File: src/rtl/expr_eval_if.sv
// expr_eval_if: request/result handshake bundle for expr_eval_pipe
interface expr_eval_if #(
  parameter int W = 6,
  parameter int LANES = 4
);
  logic in_valid, in_ready, sgn, clr_acc, out_valid, out_ready;
  logic [2:0] op;
  logic [LANES*W-1:0] a, b, y;
  logic [15:0] txn_count;
  modport master (
    output in_valid, op, sgn, a, b, clr_acc, out_ready,
    input in_ready, out_valid, y, txn_count
  );
  modport slave (
    input in_valid, op, sgn, a, b, clr_acc, out_ready,
    output in_ready, out_valid, y, txn_count
  );
endinterface

File: src/rtl/expr_eval_pipe.sv
// expr_eval_pipe: two-stage multi-lane ALU pipeline with per-lane accumulators
module expr_eval_pipe #(
  parameter int W = 6,
  parameter int LANES = 4
) (
  input logic clk,
  input logic rst_n,
  expr_eval_if.slave bus
);
  localparam int N = LANES * W;
  logic s1_valid, s1_sgn, s2_ready, s1_adv, out_valid_q;
  logic [2:0] s1_op;
  logic [N-1:0] s1_a, s1_b, acc, acc_n, res, y_q;
  logic [15:0] txn_q;
  assign s2_ready = !out_valid_q || bus.out_ready;
  assign bus.in_ready = !s1_valid || s2_ready;
  assign s1_adv = s1_valid && s2_ready;
  assign bus.out_valid = out_valid_q;
  assign bus.y = y_q;
  assign bus.txn_count = txn_q;
  for (genvar i = 0; i < LANES; i++) begin : g_lane
    logic [W-1:0] la, lb, base, sra;
    logic signed [W-1:0] sa;
    logic lt, rx;
    assign la = s1_a[i*W +: W];
    assign lb = s1_b[i*W +: W];
    assign sa = $signed(la);
    assign sra = sa >>> lb;
    assign lt = s1_sgn ? ($signed(la) < $signed(lb)) : (la < lb);
    assign rx = ~((^la) ^ (^lb));
    // a clear arriving with the ACC op discards the old value, so the op sees zero
    assign base = bus.clr_acc ? '0 : acc[i*W +: W];
    assign acc_n[i*W +: W] = base + la;
    assign res[i*W +: W] = s1_op == 3'd0 ? la + lb :
                           s1_op == 3'd1 ? la - lb :
                           s1_op == 3'd2 ? ~(la ^ lb) :
                           s1_op == 3'd3 ? (s1_sgn ? sra : la >> lb) :
                           s1_op == 3'd4 ? la << lb :
                           s1_op == 3'd5 ? {{(W-1){1'b0}}, lt} :
                           s1_op == 3'd6 ? {{(W-1){1'b0}}, rx} :
                                           acc_n[i*W +: W];
  end
  // S1: capture the request whenever the stage is free or draining
  always_ff @(posedge clk or negedge rst_n) begin
    if (!rst_n) begin
      s1_valid <= 1'b0;
      s1_op <= '0;
      s1_sgn <= 1'b0;
      s1_a <= '0;
      s1_b <= '0;
    end else if (bus.in_ready) begin
      s1_valid <= bus.in_valid;
      s1_op <= bus.op;
      s1_sgn <= bus.sgn;
      s1_a <= bus.a;
      s1_b <= bus.b;
    end
  end
  // S2: register the computed result; hold while downstream stalls
  always_ff @(posedge clk or negedge rst_n) begin
    if (!rst_n) begin
      out_valid_q <= 1'b0;
      y_q <= '0;
    end else if (s2_ready) begin
      out_valid_q <= s1_valid;
      if (s1_valid) y_q <= res;
    end
  end
  // accumulators advance only when an ACC op moves into S2
  always_ff @(posedge clk or negedge rst_n) begin
    if (!rst_n) acc <= '0;
    else if (s1_adv && s1_op == 3'd7) acc <= acc_n;
    else if (bus.clr_acc) acc <= '0;
  end
  // saturating count of output handshakes
  always_ff @(posedge clk or negedge rst_n) begin
    if (!rst_n) txn_q <= '0;
    else if (out_valid_q && bus.out_ready && txn_q != 16'hFFFF) txn_q <= txn_q + 16'd1;
  end
endmodule
File: src/flat_wrapper.sv
// flat-port wrapper written by rule: the top's interface ports become plain ports
module expr_eval_pipe_flat 
#(
  parameter int W = 6,
  parameter int LANES = 4
)
  (clk, rst_n, bus_in_valid, bus_op, bus_sgn, bus_a, bus_b, bus_clr_acc, bus_out_ready, bus_in_ready, bus_out_valid, bus_y, bus_txn_count);
  expr_eval_if #(.W(W), .LANES(LANES)) bus_i ();
  input logic clk;
  input logic rst_n;
  input wire logic [$bits(bus_i.in_valid)-1:0] bus_in_valid;
  input wire logic [$bits(bus_i.op)-1:0] bus_op;
  input wire logic [$bits(bus_i.sgn)-1:0] bus_sgn;
  input wire logic [$bits(bus_i.a)-1:0] bus_a;
  input wire logic [$bits(bus_i.b)-1:0] bus_b;
  input wire logic [$bits(bus_i.clr_acc)-1:0] bus_clr_acc;
  input wire logic [$bits(bus_i.out_ready)-1:0] bus_out_ready;
  output wire logic [$bits(bus_i.in_ready)-1:0] bus_in_ready;
  output wire logic [$bits(bus_i.out_valid)-1:0] bus_out_valid;
  output wire logic [$bits(bus_i.y)-1:0] bus_y;
  output wire logic [$bits(bus_i.txn_count)-1:0] bus_txn_count;
  assign bus_i.in_valid = bus_in_valid;
  assign bus_i.op = bus_op;
  assign bus_i.sgn = bus_sgn;
  assign bus_i.a = bus_a;
  assign bus_i.b = bus_b;
  assign bus_i.clr_acc = bus_clr_acc;
  assign bus_i.out_ready = bus_out_ready;
  assign bus_in_ready = bus_i.in_ready;
  assign bus_out_valid = bus_i.out_valid;
  assign bus_y = bus_i.y;
  assign bus_txn_count = bus_i.txn_count;
  expr_eval_pipe #(.W(W), .LANES(LANES)) u_core (.clk(clk), .rst_n(rst_n), .bus(bus_i));
endmodule
File: config.mk
export PLATFORM = sky130hd
export DESIGN_NAME = expr_eval_pipe_flat
export DESIGN_NICKNAME = d
export VERILOG_FILES = /design/src/rtl/expr_eval_if.sv /design/src/rtl/expr_eval_pipe.sv /design/src/flat_wrapper.sv
export SDC_FILE = /design/constraint.sdc
export NUM_CORES = 1
export LEC_CHECK = 0
export ABC_AREA = 1
export CAP_MARGIN = 25
export CORE_UTILIZATION = 45
export CTS_CLUSTER_SIZE = 25
export DETAILED_ROUTE_END_ITERATION = 7
export GPL_TIMING_DRIVEN = 0
export SYNTH_ARGS = -nofsm -noshare
export SYNTH_HDL_FRONTEND = slang
export SYNTH_SLANG_ARGS = --single-unit
File: constraint.sdc
create_clock -name clk -period 2.7 [get_ports clk]
set_clock_uncertainty 0.1 [all_clocks]
set_input_delay 0.27 -clock clk [delete_from_list [all_inputs] [get_ports clk]]
set_output_delay 0.27 -clock clk [all_outputs]
set_load 0.005 [all_outputs]
After elaboration in Yosys (flattened, before gate mapping):

Cells that the tools add are included.

* shift operators: 12
* bitwise logic cells: 16
* $lt $le $gt $ge: 8
* muxes and demuxes: 42
* reduce and logical (&&, ||, !) cells: 19
* equal/unequal tests: 8
* add/sub/neg operators: 13

Operator list (count)
* 2-to-1 mux 6 bit: 36
* adder 6 bit: 8
* < comparator 6 bit: 8
* 2-to-1 mux 24 bit: 2
* XOR reduction 6 bit: 8
* inverter 6 bit: 4
* << shifter 6 x 6 -> 6 bit: 4
* right shift 6 x 6 -> 6 bit: 4
* >>> shifter 6 x 6 -> 6 bit: 4
* subtractor 6 bit: 4
* XOR 6 bit: 4
* adder 16 x 1 -> 16 bit (second input constant): 1
* != test 16 bit (second input constant): 1
* == test 3 bit (second input constant): 4
* == test 3 x 2 -> 1 bit (second input constant): 2
* logical AND 1 bit: 4
* 2-to-1 mux 1 bit: 4
* inverter 1 bit: 4
* XOR 1 bit: 4
* == test 3 x 1 -> 1 bit (second input constant): 1
* logical NOT 3 bit: 1
* logical NOT 1 bit: 2
* logical OR 1 bit: 2
* AND reduction 2 bit: 1
* nonzero test 2 bit: 1

* logic and storage cells: 127
* input bits: 57
* register bits after elaboration: 118

Depth between registers and ports, before layout:

* depth in word-level cells: 10
* gate-level depth with buffers: 19

Worst setup path after synthesis:

Ideal clock, no wire load.

* path kind: register -> register
* from: reg u_core.s1_b[1]
* to: reg u_core.y_q[0], in the netlist u_core.bus.y[0]
* buffers on the path: 2
* arrival: 2153 ps
* stages on the path, launching flop included: 18
* setup time: 66 ps
* clock period less this slack: 2319 ps
* slack: 381 ps
* cells stage by stage: dfrtp_1 -> buf_4 -> clkinv_1 -> buf_4 -> fa_1 -> nand2_1 -> nand2_1 -> a21oi_1 -> nor2_1 -> o21ai_0 -> nand3_1 -> nand2_1 -> nand2_1 -> nand2_1 -> nand2_1 -> nand2_1 -> nand2_1 -> nand2_1

* cells in the longest elaborated chain, start to end: 10
* elaborated cells between the ends (all ways): 17
* those cells by class: order compare: 2; shift: 3; mux: 9; bitwise: 2; reduce/logical: 1

RTL lines
* from (decl): RTL line expr_eval_pipe.sv:13 `logic [N-1:0] s1_a, s1_b, acc, acc_n, res, y_q;`
* from (signal assigned): RTL line expr_eval_pipe.sv:56 `s1_b <= bus.b;`
* branches (longest 6 deep; another with < comparator 6 bit)
* 2-to-1 mux 6 bit (*): RTL line expr_eval_pipe.sv:37 `s1_op == 3'd3 ? (s1_sgn ? sra : la >> lb) :`
* 2-to-1 mux 6 bit (*): RTL line expr_eval_pipe.sv:36 `s1_op == 3'd2 ? ~(la ^ lb) :`
* 2-to-1 mux 6 bit (*): RTL line expr_eval_pipe.sv:35 `s1_op == 3'd1 ? la - lb :`
* 2-to-1 mux 6 bit (*): RTL line expr_eval_pipe.sv:34 `assign res[i*W +: W] = s1_op == 3'd0 ? la + lb :`
* to (signal assigned): RTL line expr_eval_pipe.sv:66 `if (s1_valid) y_q <= res;`
* to (decl): RTL line expr_eval_pipe.sv:13

Mark *: on every way between the ends.
A chain may end at the register's enable or synchronous reset.

Final worst setup path:

* from: reg u_core.out_valid_q, in the netlist u_core.bus.out_valid
* to: reg u_core.acc[13]

* cells in the longest elaborated chain, start to end: 5
* elaborated cells between the ends (all ways): 6
* those cells by class: mux: 1; reduce/logical: 5

RTL lines
* from (decl): RTL line expr_eval_pipe.sv:11 `logic s1_valid, s1_sgn, s2_ready, s1_adv, out_valid_q;`
* from (signal assigned): RTL line expr_eval_pipe.sv:65 `out_valid_q <= s1_valid;`
* logical NOT 1 bit (*): RTL line expr_eval_pipe.sv:15 `assign s2_ready = !out_valid_q || bus.out_ready;`
* logical OR 1 bit (*): RTL line expr_eval_pipe.sv:15
* logical AND 1 bit (*): RTL line expr_eval_pipe.sv:17 `assign s1_adv = s1_valid && s2_ready;`
* logical AND 1 bit (*): RTL line expr_eval_pipe.sv:72 `else if (s1_adv && s1_op == 3'd7) acc <= acc_n;`
* 2-to-1 mux 24 bit or nonzero test 2 bit (tied branches)
* to (signal assigned): RTL line expr_eval_pipe.sv:72
* to (decl): RTL line expr_eval_pipe.sv:13

Every way passes the cells marked *; elsewhere a longest branch is shown, timed or not.

==> impl_results.md <==
* Crit-path slowest cell: dfrtp_1
* Final period util at 0.964
* Combinational Power Share at 0.405
* Slew headroom at 0.267
* Die X at 156 um
* Total number of vias at 11600
* Largest net degree at the start of global routing at 67
* Clock power share at 0.302
* Pwr per Cell Area at 634 nW/um^2
* CP Class: register to register
* Top_reg_cell synth: dfrtp_1
* Critical path required time at 2870 ps
* Clock buffer depth at 2
* IO Pins at 99
* Post-synth EDFFs at 0
* R2r setup slk at 100 ps
* Highest Clock Rate at 384 MHz
* Sw Share at 0.397
* Clock slew at reported path FFs at 60 ps
* P_leak at 6.54 nW
* Clk Latency, worst-skew pair at 430 ps
* Final setup fails at 0
* Yosys reg bits at 118
* Antenna Diode Count at 0
* Global-route wire length before repair at 60100 um
* Setup_tns at 0 ps
* Die area at 24500 sq um
* Number of global-route vias before repair at 10600
* Area growth from synthesis to layout at 19.9%
* Routed WL at 39400 um
* TritonCTS clock tree: built
* Register area share after synthesis at 0.275
* Clock Tree Root: clkbuf_16
* Avg Vias per Cell at 5.56
* Max cap viols at 0
* CP max FO at 10
* Final GP Congestion at 0.943
* IO buf count at 98
* All-Layer GR Usage at 0.330
* Dpl ws at -746 ps
* Critical Path Source Type: register
* Final #Nets at 1899
* H-tree levels at 4
* Critical Path AT at 2770 ps
* Core Region at 23400 sq um
* Hpwl dp at 28900 um
* Commonest non-fill, non-tap cells in the layout: 466 x nand2_1, 176 x inv_1, 143 x o21ai_0, 129 x nor2_1, 120 x a21oi_1
* Setup crit end kind: register
* DRT Pass-1 Iters at 7
* Maximum vdd drop at 0.477 mV
* Sw Pwr at 3.24 mW
* Grt ovf at 0
* Syn Nets at 1777
* CP Cell Sequence: nand2_1 > nand2_1 > clkinv_1 > nand3_1 > buf_2 > buf_2 > o22ai_1
* Commonest non-fill, non-tap cell in the layout: nand2_1
* Library cells used by synthesis at 49
* RSZ-0062 raised after global routing: no
* Syn_area_per_cell at 6.55 sq um
* Sequential share of power at 0.293
* Wire per inst at 18.8 um
* Hold/Removal Path Class: primary input to asynchronous set/reset pin
* Worst slew pin tran at 1090 ps
* CTS Buf Count at 17
* Yosys warnings at 0
* Initial core utilization at 0.459
* Filler cells at 2385
* Layout cell share with drive strength beyond 1 at 0.0778
* Die height at 156 um
* Post-route DRC at 0
* Internal power at 4.92 mW
* Final-report hold violation count at 0
* Ys async rst share at 1.00
* Final setup margin at 98.5 ps
* Antenna violations before repair at 0
* Critical Path Max Stage Delay at 480 ps
* Row count at 56
* 1st-iter DRT viols at 1130
* Status: finished clean
* Post-Synthesis Cells at 1639
* Post-layout min period at 2600 ps
* Sink Count at 118
* Count of final max-slew check failures at 0
* Antenna-violating nets left at 0
* Synthesized area at 10700 sq um
==> stage by stage <==
step	instance area [sq um]	cells	total power, mW	hold WS, ps	utilization
after floorplan	10700	1639	4.34	-126	-
after global routing	12900	2093	8.67	315	0.550
after global placement	12100	2056	5.58	364	0.518
final	12900	2093	8.16	245	0.550
after CTS	12800	2089	8.10	283	0.547
after detailed placement	12100	2057	5.60	170	0.519
==> synthesized netlist by cell type (all sizes together), types with 24 or more instances <==
library cell	number	area, sq um
a21oi	124	624
buf	38	216
clkbuf	32	124
dfrtp	118	2950
ha	69	863
inv	192	721
nand2	472	1790
nand3	118	596
nor2	137	542
o21ai	165	826
o22ai	24	150
xor2	28	245
==> metal layers <==
layer	routed length, um	GRT usage
met2	17600	0.526
met3	2720	0.0410
met5	0	0
met4	1260	0.117
met1	17900	0.460
==> state kept, by name, summed over array words and instances, names as in the netlist <==
signal	cells
u_core.s1_valid	1
u_core.bus.out_valid	1
u_core.s1_a	24
u_core.bus.y	24
u_core.s1_b	24
u_core.s1_sgn	1
u_core.s1_op	3
u_core.acc	24
u_core.bus.txn_count	16
==> repair_timing <==
item	in CTS	in global routing
cloned	0	0
hold buffers	1	0
hold endpoints to repair	52	0
endpoints found under the setup margin	17	15
resized for setup	8	25
setup buffers	1	4
==> cell families (layout without fill, tap and decap cells) <==
| group | Yosys count | after routing | share of synthesized area |
|---|---|---|---|
| flip-flops | 118 | 118 | 0.275 |
| XOR/XNOR | 49 | 49 | 0.0400 |
| buffers and inverters | 265 | 400 | 0.0999 |
| multiplexers | 6 | 6 | 0.00618 |
| AO/OA/AOI/OAI | 355 | 355 | 0.179 |
| AND/OR/NAND/NOR | 765 | 765 | 0.297 |
| adder cells (fa/ha/maj) | 81 | 81 | 0.103 |
==> power groups by stage <==
stage	clock [mW]	sequential, mW	combinational [mW]
floorplan	0	2.31	2.03
global route	2.57	2.42	3.68
CTS	2.49	2.38	3.23
finish	2.47	2.39	3.30
detailed placement	0	2.40	3.20
global placement	0	2.41	3.17
==> final cells by class <==
class	count	area, sq um	area share
clock buffer	19	443	0.0344
multi-input combinational	1256	6740	0.524
tap	319	399	0.0310
timing repair buffer	105	1060	0.0821
inverter	195	742	0.0576
sequential	118	2960	0.230
clock inverter	13	179	0.0139
buffer	68	350	0.0272
==> critical path, delay by kind of cell (launching register included) <==
| family | cells | cell delay (ps) |
|---|---|---|
| buf+inv | 3 | 1100 |
| flops | 1 | 480 |
| simple gates | 3 | 620 |
| compound gates | 1 | 130 |
==> path summary, 6_finish.rpt <==
check,startpoint,to,cells past startpoint
max reg2reg,u_core.bus.out_valid,u_core.acc[13],7
min,rst_n,u_core.s1_b[0],2
max in group asynchronous,rst_n,u_core.s1_b[14],3
min in group clk,bus_a[6],u_core.s1_a[6],3
min reg2reg,u_core.bus.y[14],u_core.bus.y[14],2
max,u_core.bus.out_valid,u_core.acc[13],7
Power figures use the tool's default switching activity.
